**config.mk**
```make
export PLATFORM = sky130hd
export DESIGN_NAME = mux_rr_arbiter
export DESIGN_NICKNAME = d
export VERILOG_FILES = /design/src/rtl/mux_rr_arbiter.sv
export SDC_FILE = /design/constraint.sdc
export NUM_CORES = 1
export LEC_CHECK = 0
export ABC_AREA = 1
export CAP_MARGIN = 20
export CORE_AREA = 3 3 62 88
export DETAILED_ROUTE_END_ITERATION = 16
export DIE_AREA = 0 0 65 91
export GPL_TIMING_DRIVEN = 0
export PLACE_DENSITY = 0.74
export RECOVER_POWER = 100
export SETUP_SLACK_MARGIN = 0.3
export SYNTH_ARGS = -nofsm -noshare
export SYNTH_HDL_FRONTEND = slang
export SYNTH_SLANG_ARGS = --single-unit
```
**constraint.sdc**
```tcl
create_clock -name clk -period 7.1 [get_ports clk]
set_input_delay 1.775 -clock clk [delete_from_list [all_inputs] [get_ports clk]]
set_output_delay 1.775 -clock clk [all_outputs]
set_load 0.01 [all_outputs]
```
**src/rtl/mux_rr_arbiter.sv**
```systemverilog
// Round-robin owner arbiter driving the sel input of an 8:1 mux.
// Define MUX_ARB_TIMEOUT_EN to preempt an owner after MAX_HOLD cycles while others wait.
module mux_rr_arbiter #(
    parameter int unsigned MAX_HOLD = 16
) (
    input  logic       clk,
    input  logic       rst_n,
    input  logic [7:0] req,
    output logic [7:0] grant,
    output logic [2:0] sel,
    output logic       valid,
    output logic       switch
);

    localparam int unsigned N  = 8;
    localparam int unsigned SW = 3;
    localparam int unsigned CW = 8;
    localparam logic [CW-1:0] CNT_MAX = CW'(MAX_HOLD - 1);

    typedef enum logic {
        IDLE = 1'b0,
        OWN  = 1'b1
    } state_t;

    state_t         state_q, state_d;
    logic [N-1:0]   grant_q, grant_d;
    logic [SW-1:0]  sel_q, sel_d;
    logic [SW-1:0]  last_q, last_d;
    logic           valid_q, valid_d;
    logic           switch_q, switch_d;
    logic [CW-1:0]  cnt_q, cnt_d;

    logic [N-1:0]   others_c;
    logic [SW-1:0]  pick_req_c;
    logic [SW-1:0]  pick_oth_c;
    logic           preempt_c;

    // First set bit of cand scanning upward from base+1 with wrap-around.
    function automatic logic [SW-1:0] rr_pick(input logic [N-1:0] cand, input logic [SW-1:0] base);
        logic [SW-1:0] idx;
        logic [SW-1:0] pick;
        logic          found;
        pick  = base;
        found = 1'b0;
        for (int unsigned i = 1; i <= N; i++) begin
            idx = base + SW'(i);
            if (!found && cand[idx]) begin
                pick  = idx;
                found = 1'b1;
            end
        end
        return pick;
    endfunction

    assign others_c   = req & ~(N'(1) << sel_q);
    assign pick_req_c = rr_pick(req, last_q);
    assign pick_oth_c = rr_pick(others_c, sel_q);

`ifdef MUX_ARB_TIMEOUT_EN
    assign preempt_c = (cnt_q == CNT_MAX) && (others_c != '0);
`else
    assign preempt_c = 1'b0;
`endif

    // Next-state and output logic.
    always_comb begin
        state_d  = state_q;
        grant_d  = grant_q;
        sel_d    = sel_q;
        last_d   = last_q;
        valid_d  = valid_q;
        switch_d = 1'b0;
        cnt_d    = cnt_q;
        case (state_q)
            IDLE: begin
                if (req != '0) begin
                    state_d  = OWN;
                    grant_d  = N'(1) << pick_req_c;
                    sel_d    = pick_req_c;
                    valid_d  = 1'b1;
                    switch_d = 1'b1;
                    cnt_d    = '0;
                end
            end
            OWN: begin
                if (!req[sel_q] || preempt_c) begin
                    // Release or preemption: hand over directly when anyone else waits.
                    last_d = sel_q;
                    cnt_d  = '0;
                    if (others_c != '0) begin
                        grant_d  = N'(1) << pick_oth_c;
                        sel_d    = pick_oth_c;
                        switch_d = 1'b1;
                    end else begin
                        state_d = IDLE;
                        grant_d = '0;
                        valid_d = 1'b0;
                    end
                end else if (cnt_q != CNT_MAX) begin
                    cnt_d = cnt_q + CW'(1);
                end
            end
            default: begin
                state_d = IDLE;
            end
        endcase
    end

    // State register with synchronous active-low reset.
    always_ff @(posedge clk) begin
        if (!rst_n) begin
            state_q  <= IDLE;
            grant_q  <= '0;
            sel_q    <= '0;
            last_q   <= SW'(N - 1);
            valid_q  <= 1'b0;
            switch_q <= 1'b0;
            cnt_q    <= '0;
        end else begin
            state_q  <= state_d;
            grant_q  <= grant_d;
            sel_q    <= sel_d;
            last_q   <= last_d;
            valid_q  <= valid_d;
            switch_q <= switch_d;
            cnt_q    <= cnt_d;
        end
    end

    assign grant  = grant_q;
    assign sel    = sel_q;
    assign valid  = valid_q;
    assign switch = switch_q;

endmodule

```
Word-level counts from Yosys, hierarchy flattened
Cells that the tools add are included.
{"block": "word_totals", "reg_bits": 17, "out_inout_bits": 13}
{"block": "classes", "addsub": 14, "order_cmp": 16, "n_eq_ne": 4, "n_shift": 3, "muxes": 82, "n_bitwise": 4, "n_reduce_logical": 34}
{"operator": "3-bit by 4-bit less-than comparator with 1-bit output (second input constant)", "n": 16}
{"operator": "3-bit two-way mux", "n": 19}
{"operator": "1-bit binary-select mux with 3-bit select", "n": 17}
{"operator": "1-bit two-way mux", "n": 38}
{"operator": "3-bit adder (second input constant)", "n": 8}
{"operator": "8-bit two-way mux", "n": 3}
{"operator": "1-bit by 3-bit left shift with 8-bit output (first input constant)", "n": 3}
{"operator": "8-bit case mux with 2 select lines", "n": 1}
{"operator": "8-bit nonzero test", "n": 2}
{"operator": "1-bit logical AND", "n": 14}
{"operator": "1-bit logical NOT", "n": 14}
{"operator": "3-bit by 2-bit adder with 3-bit output (second input constant)", "n": 4}
{"operator": "8-bit AND", "n": 1}
{"operator": "8-bit inverter", "n": 1}
{"operator": "3-bit by 1-bit adder with 3-bit output (second input constant)", "n": 2}
{"operator": "2-bit != test (second input constant)", "n": 3}
{"operator": "1-bit case mux with 2 select lines", "n": 3}
{"operator": "3-bit case mux with 2 select lines", "n": 1}
{"operator": "3-bit AND reduction", "n": 2}
{"operator": "2-bit AND reduction", "n": 2}
{"operator": "2-bit by 1-bit != test with 1-bit output (second input constant)", "n": 1}
{"operator": "1-bit inverter", "n": 2}

Depth between registers and ports, before layout
Gate-level depths: netlist of the first run.
{"block": "depth", "depth_word": 31, "depth_mapped": 22, "depth_no_buf": 21}

Least setup slack after synthesis of the first run
No wires, ideal clock.
{"block": "synth_timing", "path_kind": "input port to flip-flop", "startpoint": "in req[3]", "endpoint": "reg grant_q[7], in the netlist grant[7]", "setup_time_ns": 0.117, "arrival_ns": 3.145, "setup_slack_ns": 3.838, "cell_stages": 18, "n_path_buf": 0, "path_cell_list": "inv_1 > nor2_1 > nand2_1 > nand2_1 > nand2_1 > nand3_1 > nand2_2 > nand3_4 > nor2_8 > nand4_4 > nor2_1 > inv_1 > nand2_1 > nor2_2 > inv_1 > nor2_1 > nor2_1 > nor2_1"}
{"block": "synth_between", "elab_chain_cells": 29, "word_cells_on_any_way": 104, "classes_between": "2 x eq/ne; 2 x shift; 68 x mux; 1 x bitwise; 31 x reduce/logical"}
{"element": "start: declaration", "line": "8", "source": "input logic [7:0] req,"}
{"element": "8-bit AND", "line": "55", "source": "assign others_c = req & ~(N'(1) << sel_q);"}
{"element": "1-bit binary-select mux with 3-bit select", "line": "47", "source": "if (!found && cand[idx]) begin"}
{"element": "1-bit two-way mux (implied by the code)", "line": "47"}
{"element": "1-bit two-way mux", "line": "47"}
{"element": "1-bit logical NOT", "line": "47"}
{"element": "1-bit logical AND", "line": "47"}
{"element": "1-bit two-way mux", "line": "47"}
{"element": "1-bit logical NOT", "line": "47"}
{"element": "[13 not listed]"}
{"element": "1-bit two-way mux", "line": "47"}
{"element": "1-bit logical NOT", "line": "47"}
{"element": "1-bit logical AND", "line": "47"}
{"element": "3-bit two-way mux", "line": "47"}
{"element": "1-bit by 3-bit left shift with 8-bit output", "line": "91", "source": "grant_d = N'(1) << pick_oth_c;"}
{"element": "8-bit two-way mux", "line": "90", "source": "if (others_c != '0) begin"}
{"element": "8-bit two-way mux", "line": "86", "source": "if (!req[sel_q] || preempt_c) begin"}
{"element": "8-bit case mux with 2 select lines", "line": "74", "source": "case (state_q)"}
{"element": "end signal: assignment", "line": "121", "source": "grant_q <= grant_d;"}
{"element": "end: declaration", "line": "26", "source": "logic [N-1:0] grant_q, grant_d;"}
Several ways; a longest one is shown, not always the timed one. The select of a mux whose other input is x is not followed.
A chain may end at the register's enable or synchronous reset.

Worst setup path in the final report of the first run
{"block": "layout_timing", "startpoint": "in req[5]", "endpoint": "reg grant_q[1], in the netlist grant[1]"}
The elaborated chain is that of the path after synthesis.

==> flow_summary.json, run 1 <==
{
  "avgRoutedWirePerCell_um": 12.9,
  "drt-total-wl_um": 6870,
  "start_util_pct": 53.2,
  "period_share_pct": 62.2,
  "cts_made_buffers": 3,
  "grt_pass1_vias": 2665,
  "num_vias": 2827,
  "ant_nets": 0,
  "crit_path_start_kind": "input port",
  "grt_pass1_wl_um": 11800,
  "worst_setup_path_end_kind": "flip-flop",
  "synthAdderAreaFrac_pct": 4.44,
  "synth_edf_count": 0,
  "grt_max_degree": 13,
  "critPathKind": "input port to flip-flop",
  "regToRegEndpoint": "grant[1]",
  "ys_async_sr_fraction_pct": 0,
  "cts.htree.levels": 1,
  "synth_warnings": 0,
  "cap_violations": 0,
  "grt_overflow": 0,
  "clk_path_buf_depth": 2,
  "antenna_found_initial": 0,
  "area_growth_pct": 12.1,
  "whs_ns": 0.497,
  "finClkSkew_ns": 0.00335,
  "dr.pass1.iters": 5,
  "dieWidth_um": 65,
  "fin_nets": 487,
  "cts_resized": 0,
  "place_congestion": 0.921,
  "synth_top_area_share_pct": 19.7,
  "relSlewSlack_pct": 42.3,
  "dp_hpwl_um": 5680,
  "synth_top_family_by_area": "simple AND/OR/NAND/NOR gates",
  "path_cells": "dlygate4sd3_1 > inv_1 > nand2_1 > o21ai_0 > nand2_1 > nand3_1 > nand2_4 > nor2_1 > nand4_1 > nor2_1 > nor2_1 > nand2_1 > nand3_1 > nand2_1 > nand2_1 > nor2_1 > nor2_1 > a21oi_1",
  "final_core_util_pct": 59.7,
  "hold_buffers": 0,
  "clock_latency_ns": 0.25,
  "crit_fanout": 8,
  "worstMarginPinSlew_ns": 0.857,
  "drv_slew": 0,
  "worst_path_dominant_cell_family": "simple AND/OR/NAND/NOR gates",
  "path_buf_inv": 2,
  "ys_types": 38,
  "hold_violations": 0,
  "die-area_sq_um": 5920,
  "fmax_mhz": 226,
  "r2r_slack_ns": 3.77,
  "hold_path_class": "flip-flop to flip-flop",
  "r2r_cells": 18,
  "yosys.area.top_type": "nand2_1",
  "min_period_ns": 4.42,
  "synth_nets": 460,
  "min-delay-start": "valid",
  "cts_tree": "done",
  "die_h_um": 91,
  "synth_compound_area_share_pct": 14.0,
  "cts.sinks": 17,
  "cts.reportedPaths.clkPinSlew_ns": 0.07,
  "reg2reg_from": "last_q[1]",
  "drc": 0,
  "cp_slowest_cell": "dlygate4sd3_1",
  "synth_area_leaders": "nand2_1 (20%), dfxtp_1 (13%), nand3_1 (12%)",
  "min_to": "valid",
  "slowest_delay_ns": 0.61,
  "min_path_cells": 2,
  "port_buffers": 22,
  "synth.avg_cell_area_sq_um": 5.75,
  "netlist_area_sq_um": 2540,
  "synth-seq-cells": 17,
  "synth_ff_type": "dfxtp_1",
  "synth.most_common_cell": "nand2_1",
  "yosys.area_share.simple_pct": 53.2,
  "synth_xor_area_share_pct": 2.61,
  "timing.setup.tns_ns": 0,
  "drt_iter0_markers": 148,
  "pin_count": 23,
  "required_ns": 7.29,
  "syn_inst": 441,
  "post_cts_buffers": 0,
  "rsz0062_at_grt": "false",
  "ys_seq_area_share_pct": 13.4,
  "root_buffer": "clkbuf_8",
  "synthMuxAreaShare_pct": 0,
  "vias_per_cell": 5.32,
  "arrival_ns": 4.61,
  "status": "finished, final reports clean",
  "core_sq_um": 4770,
  "drive_gt1_share_pct": 12.0,
  "setup_viol": 0,
  "grt_usage_pct": 24.6,
  "antenna_cells": 0,
  "rows": 30,
  "synth_common_cells": "nand2_1 (133), nand3_1 (59), inv_1 (49), nor2_1 (39), o21ai_0 (21)"
}
## state kept, by name (all words and copies together), names as in the netlist
name	cells
grant	8
last_q	3
sel	3
state_q	1
switch	1
valid	1
## stage by stage
stage | setup slack, ns | cells | cell area [sq um]
2_1_floorplan | 3.84 | 441 | 2540
3_3_place_gp | 2.94 | 527 | 2840
3_5_place_dp | 2.83 | 527 | 2840
4_1_cts | 3.10 | 531 | 2880
5_1_grt | 2.18 | 531 | 2850
6_report | 2.68 | 531 | 2850
## worst register-to-register path: stages (launching register included)
cell and delay (ns):
dfxtp_1 0.31, buf_4 0.16, inv_1 0.22, ha_1 0.39, inv_1 0.22, o211ai_1 0.15, nand3_1 0.15, nand2_2 0.10
nor2_1 0.45, nand4_1 0.24, nor2_1 0.15, nor2_1 0.05, nand2_1 0.06, nand3_1 0.11, nand2_1 0.12, nand2_1 0.07
nor2_1 0.11, nor2_1 0.06, a21oi_1 0.14
## how the worst max path moves through the flow
stage | cells past startpoint | slack [ns] | from | to
3_3_place_gp | 15 | 2.94 | req[7] | grant[4]
5_1_grt | 18 | 2.18 | req[5] | grant[1]
4_1_cts | 15 | 3.10 | req[7] | grant[4]
6_report | 18 | 2.68 | req[5] | grant[1]
3_5_place_dp | 15 | 2.83 | req[7] | grant[4]
2_1_floorplan | 18 | 3.84 | req[3] | grant[7]
## routing by layer
metal	global-route usage, %	up-vias	wire (um)
li1	-	1490	-
met1	27.3	1276	2820
met2	45.8	46	3730
met3	2.35	15	135
met4	10.9	0	191
met5	0	-	0
## cells by family after synthesis
group	count (synthesis)
fa+ha+maj	9
xor+xnor	5
flops	17
simple gates	279
compound gates	61
buf+inv	70
## cell usage in the layout (no fill, tap or decap), drive strengths merged
cell / count
a22o: 2
o211ai: 6
clkinv: 3
o2111ai: 1
xor2: 2
dfxtp: 17
nor3: 1
ha: 9
clkdlybuf4s50: 7
buf: 10
nand2: 152
o21ai: 32
nand3: 63
a211oi: 1
nor4: 3
a31oi: 2
dlygate4sd3: 15
inv: 56
nor2: 49
xnor2: 3
a21oi: 17
nand4: 11
clkbuf: 5
## final cells by class
cell class	instances	area, sq um
fillers	507	1920
multi-input cells	354	1850
flip-flops and latches	17	340
inverters	58	230
repair buffers	22	220
plain buffers	12	82.6
well taps	64	80.1
clock buffers	3	41.3
clock inverters	1	5.00
Power of run 1 is left out: the tool's default activity adds up to more than one toggle a clock period on the data nets, which glitch-free logic cannot reach.
==> run 2, diff against run 1 <==
--- a/config.mk
+++ b/config.mk
@@ -7,11 +7,11 @@
 export LEC_CHECK = 0
 export ABC_AREA = 1
 export CAP_MARGIN = 20
-export CORE_AREA = 3 3 62 88
+export CORE_AREA = 3 3 63 88
 export DETAILED_ROUTE_END_ITERATION = 16
-export DIE_AREA = 0 0 65 91
+export DIE_AREA = 0 0 66 91
 export GPL_TIMING_DRIVEN = 0
-export PLACE_DENSITY = 0.74
+export PLACE_DENSITY = 0.76
 export RECOVER_POWER = 100
 export SETUP_SLACK_MARGIN = 0.3
 export SYNTH_ARGS = -nofsm -noshare
==> constraint.sdc (replaced) <==
create_clock -name clk -period 3.6 [get_ports clk]
set_input_delay 0.9 -clock clk [delete_from_list [all_inputs] [get_ports clk]]
set_output_delay 0.9 -clock clk [all_outputs]
set_load 0.01 [all_outputs]
==> flow_summary.json, run 2 (synthesis gave the netlist of run 1 again) <==
{
  "slowest_delay_ns": 0.60,
  "cp_slowest_cell": "dlygate4sd3_1",
  "place_congestion": 0.902,
  "avgRoutedWirePerCell_um": 12.5,
  "min-delay-start": "valid",
  "period_share_pct": 89.4,
  "hold_path_class": "flip-flop to flip-flop",
  "fin_nets": 487,
  "cts_made_buffers": 3,
  "fin_area_sq_um": 2880,
  "largest_reg_flops": 8,
  "final_common_cell": "nand2_1",
  "vias_per_cell": 5.31,
  "hold_buffers": 0,
  "crit_fanout": 6,
  "antenna_found_initial": 0,
  "path_cells": "dlygate4sd3_1 > inv_1 > nor2_1 > nand2_1 > nand3_1 > nand2_1 > o21ai_0 > nand4_4 > nand2_1 > inv_2 > nand2_4 > nand2_1 > nor2_1 > inv_1 > nor2_1 > nor2_1 > nor2_1",
  "cts_tree": "done",
  "rows": 30,
  "area_growth_pct": 13.3,
  "seq_area_sq_um": 340,
  "arrival_ns": 3.41,
  "drive_gt1_share_pct": 13.3,
  "startpoint": "req[7]",
  "core_sq_um": 4840,
  "cts_resized": 0,
  "grt_max_degree": 13,
  "grt_overflow": 0,
  "post_cts_buffers": 0,
  "reg2reg_from": "sel[1]",
  "die-area_sq_um": 6010,
  "layout_setup_ws_ns": 0.382,
  "grt_pass1_wl_um": 11700,
  "dp_hpwl_um": 5500,
  "worst_path_dominant_cell_family": "simple AND/OR/NAND/NOR gates",
  "ant_nets": 0,
  "drt_iter0_markers": 114,
  "status": "finished, final reports clean",
  "crit_path_frequent_cell": "nor2_1",
  "crit_path_start_kind": "input port",
  "start_util_pct": 52.4,
  "pin_count": 23,
  "multi_input_area_sq_um": 1870,
  "path_buf_inv": 4,
  "final_core_util_pct": 59.4,
  "n_fill_cell": 497,
  "cts.reportedPaths.clkPinSlew_ns": 0.07,
  "cts.sinks": 17,
  "worst_setup_path_end_kind": "flip-flop",
  "root_buffer": "clkbuf_8",
  "port_buffers": 22,
  "critPathKind": "input port to flip-flop",
  "drc": 0,
  "antenna_cells": 0,
  "rsz0062_at_grt": "false",
  "drv_slew": 0,
  "grt_pass1_vias": 2717,
  "die_h_um": 91,
  "final_cell_mix": "nand2_1 (135), nand3_1 (59), inv_1 (48), nor2_1 (39), o21ai_0 (21)",
  "dr.pass1.iters": 4,
  "cap_violations": 0,
  "preCtsSetupSlack_ns": 0.284,
  "clk_path_buf_depth": 2,
  "drt-total-wl_um": 6660,
  "dieWidth_um": 66,
  "required_ns": 3.79,
  "clock_latency_ns": 0.25,
  "setup_viol": 0,
  "cts.htree.levels": 1,
  "hold_violations": 0,
  "min_period_ns": 3.22,
  "timing.setup.tns_ns": 0,
  "fmax_mhz": 311,
  "num_vias": 2818,
  "finClkSkew_ns": 0.00558,
  "grt_usage_pct": 23.6,
  "relSlewSlack_pct": 41.1,
  "post_dp_cell_area_sq_um": 2840,
  "worstMarginPinSlew_ns": 0.875
}
-- run 2: cell types whose count changed in the layout (fill, tap and decap cells not counted), moves of 2 or more --
cell | before | now
nand3_2 | 1 | 3
inv_2 | 5 | 7
inv_1 | 50 | 48
o21ai_0 | 24 | 21
nor2_1 | 41 | 39
o21ai_1 | 6 | 8
nand3_1 | 61 | 59
-- run 2: metrics by stage --
step	hold slack (ns)	cells
final	0.495	531
after global routing	0.527	531
after CTS	0.507	531
after detailed placement	0.499	527
after global placement	0.481	527
after floorplan	0.495	441
-- run 2: path summary, 6_finish.rpt --
path / endpoint / slack, ns / cells past startpoint
hold / removal: valid / 0.49 / 2
setup reg to reg: grant[7] / 0.57 / 20
hold reg to reg: valid / 0.49 / 2
setup / recovery: grant[7] / 0.38 / 17
-- run 2: worst reg2reg max path: stages (launching register included) --
cell	delay, ns
dfxtp_1	0.44
buf_4	0.24
inv_2	0.13
ha_1	0.41
inv_2	0.16
nand3_1	0.12
nand2_1	0.10
nand2_1	0.08
nand2_4	0.11
nand3_4	0.10
nor2_8	0.13
nand2_1	0.12
nand3_1	0.12
nand2_2	0.07
nand2_4	0.06
nand2_1	0.11
nor2_1	0.17
inv_1	0.06
nor2_1	0.12
nor2_1	0.05
nor2_1	0.08
-- run 2: layout make-up --
type	instances	share of cell area [%]
multi-input combinational	354	65.2
sequential	17	11.8
inverter	58	8.01
timing repair buffer	22	7.75
buffer	12	2.87
tap	64	2.79
clock buffer	4	1.57
-- run 2: layer usage --
metal	track usage (%)	vias to the layer above	wire length (um)
met5	0	-	0
met4	13.4	0	386
met3	1.98	30	98
met2	40.5	42	3330
met1	27.9	1264	2850
li1	-	1482	-
Power of run 2 is left out for the same reason.
